`config.mk`:
```
export PLATFORM = sky130hd
export DESIGN_NAME = core_seq
export DESIGN_NICKNAME = d
export VERILOG_FILES = /design/src/rtl/core_seq.sv
export SDC_FILE = /design/constraint.sdc
export NUM_CORES = 1
export LEC_CHECK = 0
export ABC_CLOCK_PERIOD_IN_PS = 2100
export CORE_ASPECT_RATIO = 1.2
export CORE_MARGIN = 5
export CORE_UTILIZATION = 53
export CTS_CLUSTER_DIAMETER = 150
export DETAILED_ROUTE_END_ITERATION = 12
export PLACE_DENSITY = 0.79
export SLEW_MARGIN = 20
export SYNTH_ARGS = -nofsm -noshare
export SYNTH_HDL_FRONTEND = slang
export SYNTH_SLANG_ARGS = --single-unit
```
`constraint.sdc`:
```
create_clock -name clk_i -period 2.1 [get_ports clk_i]
set_input_delay 0.21 -clock clk_i [delete_from_list [all_inputs] [get_ports clk_i]]
set_output_delay 0.21 -clock clk_i [all_outputs]
set_load 0.05 [all_outputs]
```
`src/rtl/core_seq.sv`:
```
// core_seq: sequencer for one attention pass on the MAC core.
// A pass writes n_q Q rows and n_k K rows into SRAM, loads K into the array,
// streams Q through it, waits for the pipeline to drain, then moves partial
// sums through OFIFO -> PMEM, accumulates, and normalises (divides) each row.
//
// Ports:
//   clk_i      sole clock
//   reset_i    synchronous active-high reset
//   start_i    one-cycle pass request, only honoured in IDLE with legal sizes
//   n_q_i      Q row count, 1..8, latched on accepted start
//   n_k_i      K row count, 1..8, latched on accepted start
//   mem_req_o  external source must present the next Q/K word
//   busy_o     sequencer is not idle
//   done_o     one-cycle pulse on the final cycle of a pass
//   inst_o     core instruction word
//
// All outputs are registered from the current state, so they trail the state
// register by one cycle; done_o therefore lands one cycle after the DONE state.
//
// state   | meaning
// IDLE    | waiting for a legal start
// QWR     | write Q rows into qmem
// KWR     | write K rows into kmem
// KLOAD   | read kmem and shift K into the array (kload trails read by 1)
// EXEC    | read qmem and execute (execute trails read by 1)
// DRAIN_W | wait DRAIN cycles for the MAC pipeline to empty
// OFIFO   | pop OFIFO into pmem (write trails pop by 1)
// ACC     | read pmem and accumulate (acc trails read by 1)
// DIV     | per row: read, divide, write back through the SFP path
// DONE    | single completion cycle

module core_seq #(
  parameter int unsigned DRAIN = 16
) (
  input  logic        clk_i,
  input  logic        reset_i,
  input  logic        start_i,
  input  logic [3:0]  n_q_i,
  input  logic [3:0]  n_k_i,
  output logic        mem_req_o,
  output logic        busy_o,
  output logic        done_o,
  output logic [19:0] inst_o
);

  typedef enum logic [3:0] {
    S_IDLE, S_QWR, S_KWR, S_KLOAD, S_EXEC, S_DRAIN_W, S_OFIFO, S_ACC, S_DIV, S_DONE
  } state_e;

  localparam logic [7:0] DRAIN_LOAD = 8'(DRAIN - 1);

  state_e      state_q, state_d;
  logic [2:0]  i_q, i_d;
  // tail marks the extra trailing cycle of the two-phase (read then use) states,
  // which keeps the row counter at 3 bits even when a phase lasts 9 cycles
  logic        tail_q, tail_d;
  logic [1:0]  sub_q, sub_d;
  logic [7:0]  drain_q, drain_d;
  logic [2:0]  nq_m1_q, nq_m1_d;
  logic [2:0]  nk_m1_q, nk_m1_d;

  logic [19:0] inst_d;
  logic        mem_req_d;
  logic        done_d;

  logic        start_ok;
  assign start_ok = start_i &&
                    (n_q_i != 4'd0) && (n_q_i <= 4'd8) &&
                    (n_k_i != 4'd0) && (n_k_i <= 4'd8);

  // state and output registers
  always_ff @(posedge clk_i) begin
    if (reset_i) begin
      state_q   <= S_IDLE;
      i_q       <= '0;
      tail_q    <= 1'b0;
      sub_q     <= '0;
      drain_q   <= '0;
      nq_m1_q   <= '0;
      nk_m1_q   <= '0;
      inst_o    <= '0;
      mem_req_o <= 1'b0;
      busy_o    <= 1'b0;
      done_o    <= 1'b0;
    end else begin
      state_q   <= state_d;
      i_q       <= i_d;
      tail_q    <= tail_d;
      sub_q     <= sub_d;
      drain_q   <= drain_d;
      nq_m1_q   <= nq_m1_d;
      nk_m1_q   <= nk_m1_d;
      inst_o    <= inst_d;
      mem_req_o <= mem_req_d;
      busy_o    <= (state_q != S_IDLE);
      done_o    <= done_d;
    end
  end

  // next-state logic
  always_comb begin
    state_d = state_q;
    i_d     = i_q;
    tail_d  = tail_q;
    sub_d   = sub_q;
    drain_d = drain_q;
    nq_m1_d = nq_m1_q;
    nk_m1_d = nk_m1_q;
    case (state_q)
      S_IDLE: begin
        if (start_ok) begin
          state_d = S_QWR;
          i_d     = '0;
          tail_d  = 1'b0;
          sub_d   = '0;
          nq_m1_d = 3'(n_q_i - 4'd1);
          nk_m1_d = 3'(n_k_i - 4'd1);
        end
      end
      S_QWR: begin
        if (i_q == nq_m1_q) begin
          state_d = S_KWR;
          i_d     = '0;
        end else begin
          i_d = i_q + 3'd1;
        end
      end
      S_KWR: begin
        if (i_q == nk_m1_q) begin
          state_d = S_KLOAD;
          i_d     = '0;
        end else begin
          i_d = i_q + 3'd1;
        end
      end
      S_KLOAD: begin
        if (tail_q) begin
          state_d = S_EXEC;
          i_d     = '0;
          tail_d  = 1'b0;
        end else if (i_q == nk_m1_q) begin
          tail_d = 1'b1;
        end else begin
          i_d = i_q + 3'd1;
        end
      end
      S_EXEC: begin
        if (tail_q) begin
          state_d = S_DRAIN_W;
          i_d     = '0;
          tail_d  = 1'b0;
          drain_d = DRAIN_LOAD;
        end else if (i_q == nq_m1_q) begin
          tail_d = 1'b1;
        end else begin
          i_d = i_q + 3'd1;
        end
      end
      S_DRAIN_W: begin
        if (drain_q == 8'd0) begin
          state_d = S_OFIFO;
        end else begin
          drain_d = drain_q - 8'd1;
        end
      end
      S_OFIFO, S_ACC: begin
        if (tail_q) begin
          state_d = (state_q == S_OFIFO) ? S_ACC : S_DIV;
          i_d     = '0;
          tail_d  = 1'b0;
          sub_d   = '0;
        end else if (i_q == nq_m1_q) begin
          tail_d = 1'b1;
        end else begin
          i_d = i_q + 3'd1;
        end
      end
      S_DIV: begin
        if (sub_q == 2'd2) begin
          sub_d = '0;
          if (i_q == nq_m1_q) begin
            state_d = S_DONE;
            i_d     = '0;
          end else begin
            i_d = i_q + 3'd1;
          end
        end else begin
          sub_d = sub_q + 2'd1;
        end
      end
      S_DONE: begin
        state_d = S_IDLE;
      end
      default: begin
        state_d = S_IDLE;
      end
    endcase
  end

  // output decode; inst bits 15 and 11 stay zero because row indices fit in 3 bits
  always_comb begin
    logic       sfp, acc, div, ofifo_rd, execute, kload;
    logic       qmem_rd, qmem_wr, kmem_rd, kmem_wr, pmem_rd, pmem_wr;
    logic [2:0] qk_add, p_add;
    sfp      = 1'b0;
    acc      = 1'b0;
    div      = 1'b0;
    ofifo_rd = 1'b0;
    execute  = 1'b0;
    kload    = 1'b0;
    qmem_rd  = 1'b0;
    qmem_wr  = 1'b0;
    kmem_rd  = 1'b0;
    kmem_wr  = 1'b0;
    pmem_rd  = 1'b0;
    pmem_wr  = 1'b0;
    qk_add   = '0;
    p_add    = '0;
    done_d   = 1'b0;
    case (state_q)
      S_QWR: begin
        qmem_wr = 1'b1;
        qk_add  = i_q;
      end
      S_KWR: begin
        kmem_wr = 1'b1;
        qk_add  = i_q;
      end
      S_KLOAD: begin
        kmem_rd = !tail_q;
        kload   = tail_q || (i_q != 3'd0);
        qk_add  = tail_q ? 3'd0 : i_q;
      end
      S_EXEC: begin
        qmem_rd = !tail_q;
        execute = tail_q || (i_q != 3'd0);
        qk_add  = tail_q ? 3'd0 : i_q;
      end
      S_OFIFO: begin
        // the tail cycle writes the last popped row, which is i itself
        ofifo_rd = !tail_q;
        pmem_wr  = tail_q || (i_q != 3'd0);
        if (tail_q)              p_add = i_q;
        else if (i_q != 3'd0)    p_add = i_q - 3'd1;
      end
      S_ACC: begin
        pmem_rd = !tail_q;
        acc     = tail_q || (i_q != 3'd0);
        p_add   = tail_q ? 3'd0 : i_q;
      end
      S_DIV: begin
        case (sub_q)
          2'd0: begin
            pmem_rd = 1'b1;
            p_add   = i_q;
          end
          2'd1: div = 1'b1;
          default: begin
            pmem_wr = 1'b1;
            sfp     = 1'b1;
            p_add   = i_q;
          end
        endcase
      end
      S_DONE: done_d = 1'b1;
      default: ;
    endcase
    mem_req_d = qmem_wr || kmem_wr;
    inst_d = {sfp, acc, div, ofifo_rd, 1'b0, qk_add, 1'b0, p_add,
              execute, kload, qmem_rd, qmem_wr, kmem_rd, kmem_wr, pmem_rd, pmem_wr};
  end

endmodule

```
; Yosys cells after proc, flatten, opt, wreduce, memory -nomap -nowiden
; Index checks and enable logic that the tools add are counted.
; Widths: inputs -> output; s select.
[totals]
reg_bits = 47
word_cells = 136
[op_classes]
addsub = 6
n_lt_le_gt_ge = 2
eq_ne = 25
n_mux = 47
n_bitwise = 5
reduce_logical = 34
[ops]
columns = operator, n
row1 = $mux 4, 10
row2 = $mux 3, 12
row3 = $pmux 4 s8, 1
row4 = $ne 2x2->1 const B, 10
row5 = $pmux 3 s6, 1
row6 = $reduce_or 2->1, 9
row7 = $eq 4x3->1 const B, 4
row8 = $mux 8, 2
row9 = $pmux 8 s2, 1
row10 = $reduce_bool 4->1, 3
row11 = $mux 1, 11
row12 = $pmux 3 s3, 1
row13 = $reduce_and 9->1, 1
row14 = $reduce_bool 3->1, 3
row15 = $sub 3x1->3 const B, 3
row16 = $eq 4x2->1 const B, 2
row17 = $eq 4x4->1 const B, 2
row18 = $le 4x4->1 const B, 2
row19 = $logic_not 8->1, 1
row20 = $sub 8x1->8 const B, 1
row21 = $eq 3x3->1, 2
row22 = $mux 2, 3
row23 = $ne 3x3->1 const B, 2
row24 = $pmux 2 s3, 1
row25 = 20 further kinds, 31

; Logic depth before layout (Yosys ltp)
; Gate-level depths: netlist (run 1).
[logic_depth]
depth_word = 7
ltp_mapped = 9
mapped_depth_nobuf = 8

; Least setup slack after synthesis (run 1)
; No wires, ideal clock.
[synth_path]
path_kind = reg-to-reg
from = register state_q[2]
to = register i_q[2]
setup_time_ps = 116
arrival_ps = 1687
required_time_ps = 1984
slack_ps = 298
stages_incl_launch_ff = 9
n_path_buf = 2
cell_sequence = dfxtp_1 buf_6 or2_0 buf_2 or3_4 a31oi_4 a211oi_4 nor4b_2 a31o_1
[synth_via]
elab_chain_cells = 4
elab_cells_between_ends = 16
[synth_lines]
columns = item, line_no
row1 = "start, declared", 52  ; state_e state_q, state_d;
row2 = "start signal, assigned", 86  ; state_q <= state_d;
row3 = $eq 4x3->1, 109  ; case (state_q)
row4 = $reduce_or 3->1 (no line), --
row5 = $ne 3x3->1 (no line) or $reduce_bool 6->1 (tied branches), --
row6 = $reduce_and 5->1 (no line), --
row7 = "end signal, assigned", 87  ; i_q <= i_d;
row8 = "end, declared", 53  ; logic [2:0] i_q, i_d;
; Several ways; a longest one is shown, not always the timed one.
; A chain may end at the register's enable or synchronous reset.

; Worst setup path in the final report (run 1)
[layout_path]
from = register state_q[2]
to = register state_q[2]
[layout_via]
elab_chain_cells = 4
elab_cells_between_ends = 23
[layout_lines]
columns = item, line_no
row1 = "$eq 4x3->1, on equally long branches", "109, 168"
row2 = $mux 4 or $reduce_or 2->1 (tied branches), "168, 109"
row3 = $mux 4 or $ne 2x2->1 (tied branches), --
row4 = $pmux 4 s8 or $reduce_and 9->1 (tied branches), --
; Several ways; a longest one is shown, not always the timed one. The select of a mux whose other input is x is not followed.

==> results.cfg, run 1 <==
[sta]
fin_worst_skew_ps = 3.76
setup_viol = 0
period_share = 0.933
fin_tns_setup_ps = 0
slew_headroom = 0.664
tightest_slew_ps = 503
worst_hold_slack_ps = 520
rsz0062_at_grt = no
fin_ws_ps = 140
fin_crit_ps = 1960
hold_viol = 0
fmax_ghz = 0.510
final_max_slew_viol_count = 0

[logic_synthesis]
ys_seq_elements = 45
synth_top_family_by_area = simple AND/OR/NAND/NOR gates
synthXorXnorAreaFrac = 0.0698
yosysTopAreaCell = dfxtp_1
synth_edf_count = 0
synthMuxAreaShare = 0.0223
synth_area_um2 = 2240
ys.flop_type = dfxtp_1
synth_most_common_cell = dfxtp_1
synthTopCellsByArea = dfxtp_1 (40%), nor2_1 (6.2%), xnor2_1 (5.9%)
synthArstFlopShare = 0
synth-simple-area-share = 0.253
synthTopCellsByCount = dfxtp_1 (45), nor2_1 (37), a21oi_1 (25)
synth_compound_area_frac = 0.149
synth-adder-area-share = 0.0391
seq_area_frac_synth = 0.402
netlist.area_leader.share = 0.402
yosysWarnings = 0
synth.distinct_cells = 49
synthCells = 257
avgSynthCellArea_um2 = 8.72

[setup_path]
cp_data_arrival_time_ps = 2180
critical_path_required_ps = 2320
cp-start-kind = flip-flop
slowest_delay_ps = 550
cp_cell_sequence = nor2b_1, nor3b_1, buf_4, a211oi_4, nor4b_4, nor2_1, a311oi_1
cp-end-kind = flip-flop
path_buf_inv = 1
critPathMaxFanout = 10
critPathSlowestCell = dfxtp_1
crit_type = flip-flop to flip-flop
cp_top_family = simple AND/OR/NAND/NOR gates

[placed_design]
gp_congestion = 0.842
io_buffers = 31
dp_slack_ps = -206
post-dp-hpwl_mm = 3.61
placed_area_um2 = 2710
dp.cells = 352

[floorplanning]
fp.dieH_um = 81.3
die_area_um2 = 5640
die_w_um = 69.4
io_pins = 34
coreArea_um2 = 4160
rows = 26
start_util = 0.538

[clock_network]
clkLatencyLatePin_ps = 300
cts_tree = yes
cts-root-buf = clkbuf_8
clk_pin_slew_ps = 80
cts_buffer_depth = 2
cts_buffers = 5
cts.sinks = 45
h-tree-depth = 2

[power]
power_frac_seq = 0.347
combPwrFrac = 0.446
p_int_mw = 1.97
power_mw = 3.18
p_clk_frac = 0.207
switchingPower_mw = 1.21
switching_share = 0.379
p_leak_nw = 1.05
power_density_nw_per_um2 = 1120
ir_drop_mv = 0.596

[global_routing]
overflow = 0
grt_first_pass_wirelength_mm = 8.23
grt_usage = 0.180
grt_pass1_vias = 1939
antenna_found_initial = 0
grt_max_degree = 16

[drt]
wl_mm = 4.81
routedWlPerCell_um = 13.3
vias = 1935
first_pass_iters = 4
viasPerCell = 5.36
drt_iter0_drc = 88
drtAntennaViolNets = 0
drc = 0

[finish]
fin_cells = 361
nNetsFinal = 322
synthToLayoutAreaGrowth_pct = 26.5
n_fill_cell = 361
final_cell_area_um2 = 2840
fin_util = 0.681
drive_above_1_share = 0.138
n_antenna_cell = 0

[hold_path]
hold_class = flip-flop to flip-flop

[flow_run]
cap_violations = 0

[status]
status = finished, final reports clean
[routing by layer]
| layer | up-vias | wire length, um | global-route usage |
|---|---|---|---|
| met4 | 0 | 127 | 0.102 |
| met5 | - | 0 | 0 |
| li1 | 970 | - | - |
| met3 | 15 | 283 | 0.0532 |
| met1 | 908 | 1890 | 0.181 |
| met2 | 42 | 2500 | 0.335 |
[cells in the final DEF, fill, tap and decap left out, types with 3 or more instances in the layout]
cell type / synthesis / final
a211oi_1: 3 / 3
a21oi_1: 25 / 25
buf_4: 2 / 23
clkbuf_8: 0 / 5
clkdlybuf4s50_1: 0 / 31
dfxtp_1: 45 / 45
ha_1: 7 / 7
inv_1: 15 / 15
mux2i_1: 5 / 5
nand2_1: 15 / 15
nand2b_1: 6 / 6
nand3_1: 6 / 6
nand4_1: 4 / 4
nor2_1: 37 / 37
nor2b_1: 4 / 4
nor3_1: 10 / 10
nor3b_1: 3 / 3
nor4_1: 3 / 3
o21ai_0: 5 / 4
xnor2_1: 15 / 14
[final timing paths]
check	start	to	slack [ps]	depth (start not counted)
worst min-delay path	nq_m1_q[1]$_SDFFE_PP0P_	nq_m1_q[1]$_SDFFE_PP0P_	520	2
worst max register to register	state_q[2]$_SDFFE_PP0P_	state_q[2]$_SDFFE_PP0P_	140	7
worst max-delay path	state_q[2]$_SDFFE_PP0P_	state_q[2]$_SDFFE_PP0P_	140	7
worst min register to register	nq_m1_q[1]$_SDFFE_PP0P_	nq_m1_q[1]$_SDFFE_PP0P_	520	2
[tightest hold or removal path, delay by kind of cell, from the launching register on]
kind / cells / cell delay, ps
flops: 1 / 350
compound gates: 1 / 60
simple gates: 1 / 70
[final cells by class]
| class | instances | area [um2] | area share |
|---|---|---|---|
| Clock buffer | 5 | 68.8 | 0.0243 |
| Multi-Input combinational cell | 183 | 1210 | 0.427 |
| Clock inverter | 3 | 46.3 | 0.0163 |
| Inverter | 15 | 56.3 | 0.0199 |
| Timing Repair Buffer | 54 | 483 | 0.170 |
| Sequential cell | 45 | 901 | 0.318 |
| Tap cell | 56 | 70.1 | 0.0247 |
[kinds of logic after synthesis]
logic type / Yosys count
AOI/OAI and AO/OA: 48
xor gates and xnor gates: 17
adders and majority gates: 7
buffers and inverters: 30
DFF: 45
muxes: 5
other: 1
and+or+nand+nor: 104
[flip-flops by register name, indices dropped and copies added, names as in the netlist]
| name | flops |
|---|---|
| done_o | 1 |
| nk_m1_q | 3 |
| mem_req_o | 1 |
| state_q | 4 |
| inst_o | 18 |
| sub_q | 2 |
| nq_m1_q | 3 |
| drain_q | 8 |
| tail_q | 1 |
| busy_o | 1 |
| i_q | 3 |
[power groups by stage]
stage	clock network (mW)	logic [mW]	registers (mW)
after floorplan	0	0.952	1.18
after global placement	0	1.35	1.11
after detailed placement	0	1.38	1.12
after CTS	0.672	1.39	1.10
after global routing	0.708	1.53	1.12
final	0.659	1.42	1.10
[timing repair]
| action | CTS | global route |
|---|---|---|
| endpoints found under the setup margin | 0 | 1 |
| setup buffers | 0 | 1 |
| gates resized for setup | 0 | 2 |
| hold buffers | 0 | 0 |
(Power assumes the default switching activity.)
==> inputs of run 2 (changes only) <==
- ABC_AREA: unset -> 1
- CORE_UTILIZATION: 53 -> 54
==> results.cfg, run 2 <==
[drt]
routedWlPerCell_um = 11.6
vias = 2038
wl_mm = 4.69
viasPerCell = 5.03
drc = 0
drt_iter0_drc = 135
first_pass_iters = 4
drtAntennaViolNets = 0

[status]
status = finished, final reports clean

[clock_network]
cts_tree = yes
cts_buffer_depth = 2
clkLatencyLatePin_ps = 300
cts_setup_buffers = 0
cts_buffers = 5
clk_pin_slew_ps = 80
cts_resized = 0
h-tree-depth = 2
postCtsHoldBufs = 0
cts.sinks = 45
cts-root-buf = clkbuf_8

[global_routing]
grt_first_pass_wirelength_mm = 8.19
antenna_found_initial = 0
grt_max_degree = 24
overflow = 0
grt_usage = 0.176
grt_pass1_vias = 1923

[finish]
n_antenna_cell = 0
nNetsFinal = 367
final_common_cell = nand2_1
n_fill_cell = 361
final_cell_area_um2 = 2830
final_cell_mix = nand2_1 (66), dfxtp_1 (45), nor2_1 (38)
synthToLayoutAreaGrowth_pct = 19.2
regMostFlops = inst_o
top_regs = inst_o (18), drain_q (8), state_q (4)
largest_register_ffs = 18
drive_above_1_share = 0.135

[logic_synthesis]
synth_area_um2 = 2370
netlist.area_leader.share = 0.380
seq_area_frac_synth = 0.380
avgSynthCellArea_um2 = 7.55
yosysTopAreaCell = dfxtp_1
synthCells = 314
synthTopCellsByCount = nand2_1 (66), dfxtp_1 (45), nor2_1 (38)
synth_edf_count = 0
synth_most_common_cell = nand2_1
synth.distinct_cells = 41
yosysWarnings = 0
ys.flop_type = dfxtp_1
synthArstFlopShare = 0
ys_seq_elements = 45
synthTopCellsByArea = dfxtp_1 (38%), nand2_1 (10%), nor2_1 (6.0%)

[setup_path]
r2r_slack_ps = 430
cp_num_cells = 11
crit_type = primary input to flip-flop
slowest_delay_ps = 450
cp-end-kind = flip-flop
cp_common_cell = nand2_1
cp_top_family = simple AND/OR/NAND/NOR gates
critPathMaxFanout = 6
r2r-end = inst_o[9]$_SDFF_PP0_
rr_startpoint = i_q[1]$_SDFFE_PP0P_
critical_path_required_ps = 2300
critPathSlowestCell = clkdlybuf4s50_1
cp-start-kind = primary input
path_buf_inv = 2
r2r.worst_path.cells = 7
cp_data_arrival_time_ps = 1900
cp_cell_sequence = clkdlybuf4s50_1, inv_1, ha_1, a21boi_0, nand3_1, nand2_1, nand2_1, nor2_4, nand2_1, nand2_1, nor2_1

[sta]
fmax_ghz = 0.587
hold_viol = 0
fin_worst_skew_ps = 6.57
setup_viol = 0
rsz0062_at_grt = no
period_share = 0.812
final_max_slew_viol_count = 0
fin_tns_setup_ps = 0
slew_headroom = 0.663
tightest_slew_ps = 504
fin_crit_ps = 1700

[floorplanning]
die_w_um = 70.5
io_pins = 34
rows = 26
coreArea_um2 = 4260
fp.dieH_um = 82.6
die_area_um2 = 5820
start_util = 0.556

[hold_path]
hp-start = nq_m1_q[0]$_SDFFE_PP0P_
hold_class = flip-flop to flip-flop
hold_path_depth = 2
hold_path_end = nq_m1_q[0]$_SDFFE_PP0P_

[placed_design]
gp_congestion = 0.825
placed_area_um2 = 2740
io_buffers = 31
post-dp-hpwl_mm = 3.66

[flow_run]
cap_violations = 0

[power]
ir_drop_mv = 0.597
power_density_nw_per_um2 = 1060
p_leak_nw = 1.21
-- run 2: changes by cell type after synthesis, sizes merged, moves of 4 or more --
cell / before / now
nand2: 15 / 79
a211oi: 5 / 0
nor3: 10 / 5
xnor2: 16 / 4
nand2b: 6 / 0
nor2b: 4 / 0
mux2i: 5 / 0
nand3: 6 / 24
a21oi: 25 / 16
nor2: 37 / 47
o21ai: 5 / 16
inv: 15 / 36
-- run 2: cell type report --
cell class	instances	area (um2)	share of cell area
flip-flops and latches	45	901	0.319
clock buffers	7	86.3	0.0306
multi-input cells	224	1270	0.451
repair buffers	36	348	0.123
well taps	56	70.1	0.0248
inverters	37	145	0.0514
-- run 2: worst max-delay path by stage --
stage	from	end	slack (ps)
floorplan	n_q_i[0]	i_q[0]$_SDFFE_PP0P_	700
global placement	n_q_i[0]	i_q[0]$_SDFFE_PP0P_	140
detailed placement	n_q_i[0]	i_q[1]$_SDFFE_PP0P_	90
finish	n_q_i[0]	i_q[1]$_SDFFE_PP0P_	400
CTS	n_q_i[0]	i_q[1]$_SDFFE_PP0P_	400
global route	n_q_i[0]	i_q[1]$_SDFFE_PP0P_	220
-- run 2: worst min-delay path: cells and delay by family, from the launching register on --
kind | cells | cell delay, ps
AOI/OAI and AO/OA | 1 | 50
DFF | 1 | 310
buffers and inverters | 1 | 60
-- run 2: metrics by stage --
stage / std cells / power, mW / utilization / hold WS (ps) / setup WS (ps)
floorplan: 315 / 2.16 / - / 287 / 696
global placement: 398 / 2.44 / 0.643 / 450 / 138
detailed placement: 398 / 2.47 / 0.643 / 455 / 85.4
CTS: 405 / 2.99 / 0.663 / 478 / 398
global route: 405 / 3.22 / 0.663 / 505 / 218
finish: 405 / 2.99 / 0.663 / 473 / 395
-- run 2: cell families after synthesis --
logic type / share of synthesized area
DFF: 0.380
AOI/OAI and AO/OA: 0.118
and+or+nand+nor: 0.350
other: 0.00158
buffers and inverters: 0.0834
adders and majority gates: 0.0370
xor gates and xnor gates: 0.0296
-- run 2: per-layer routing --
metal	vias to the layer above	track usage	wire (um)
li1	1069	-	-
met1	921	0.192	1980
met2	39	0.326	2390
met3	9	0.0375	229
met4	0	0.0824	96
met5	-	0	0
-- run 2: report_power, final --
group	internal (mW)	switching (mW)	total [mW]	leakage [nW]
sequential	0.944	0.133	1.08	0.365
clock	0.261	0.274	0.535	0.0443
combinational	0.514	0.862	1.38	0.797
total	1.72	1.27	2.99	1.21
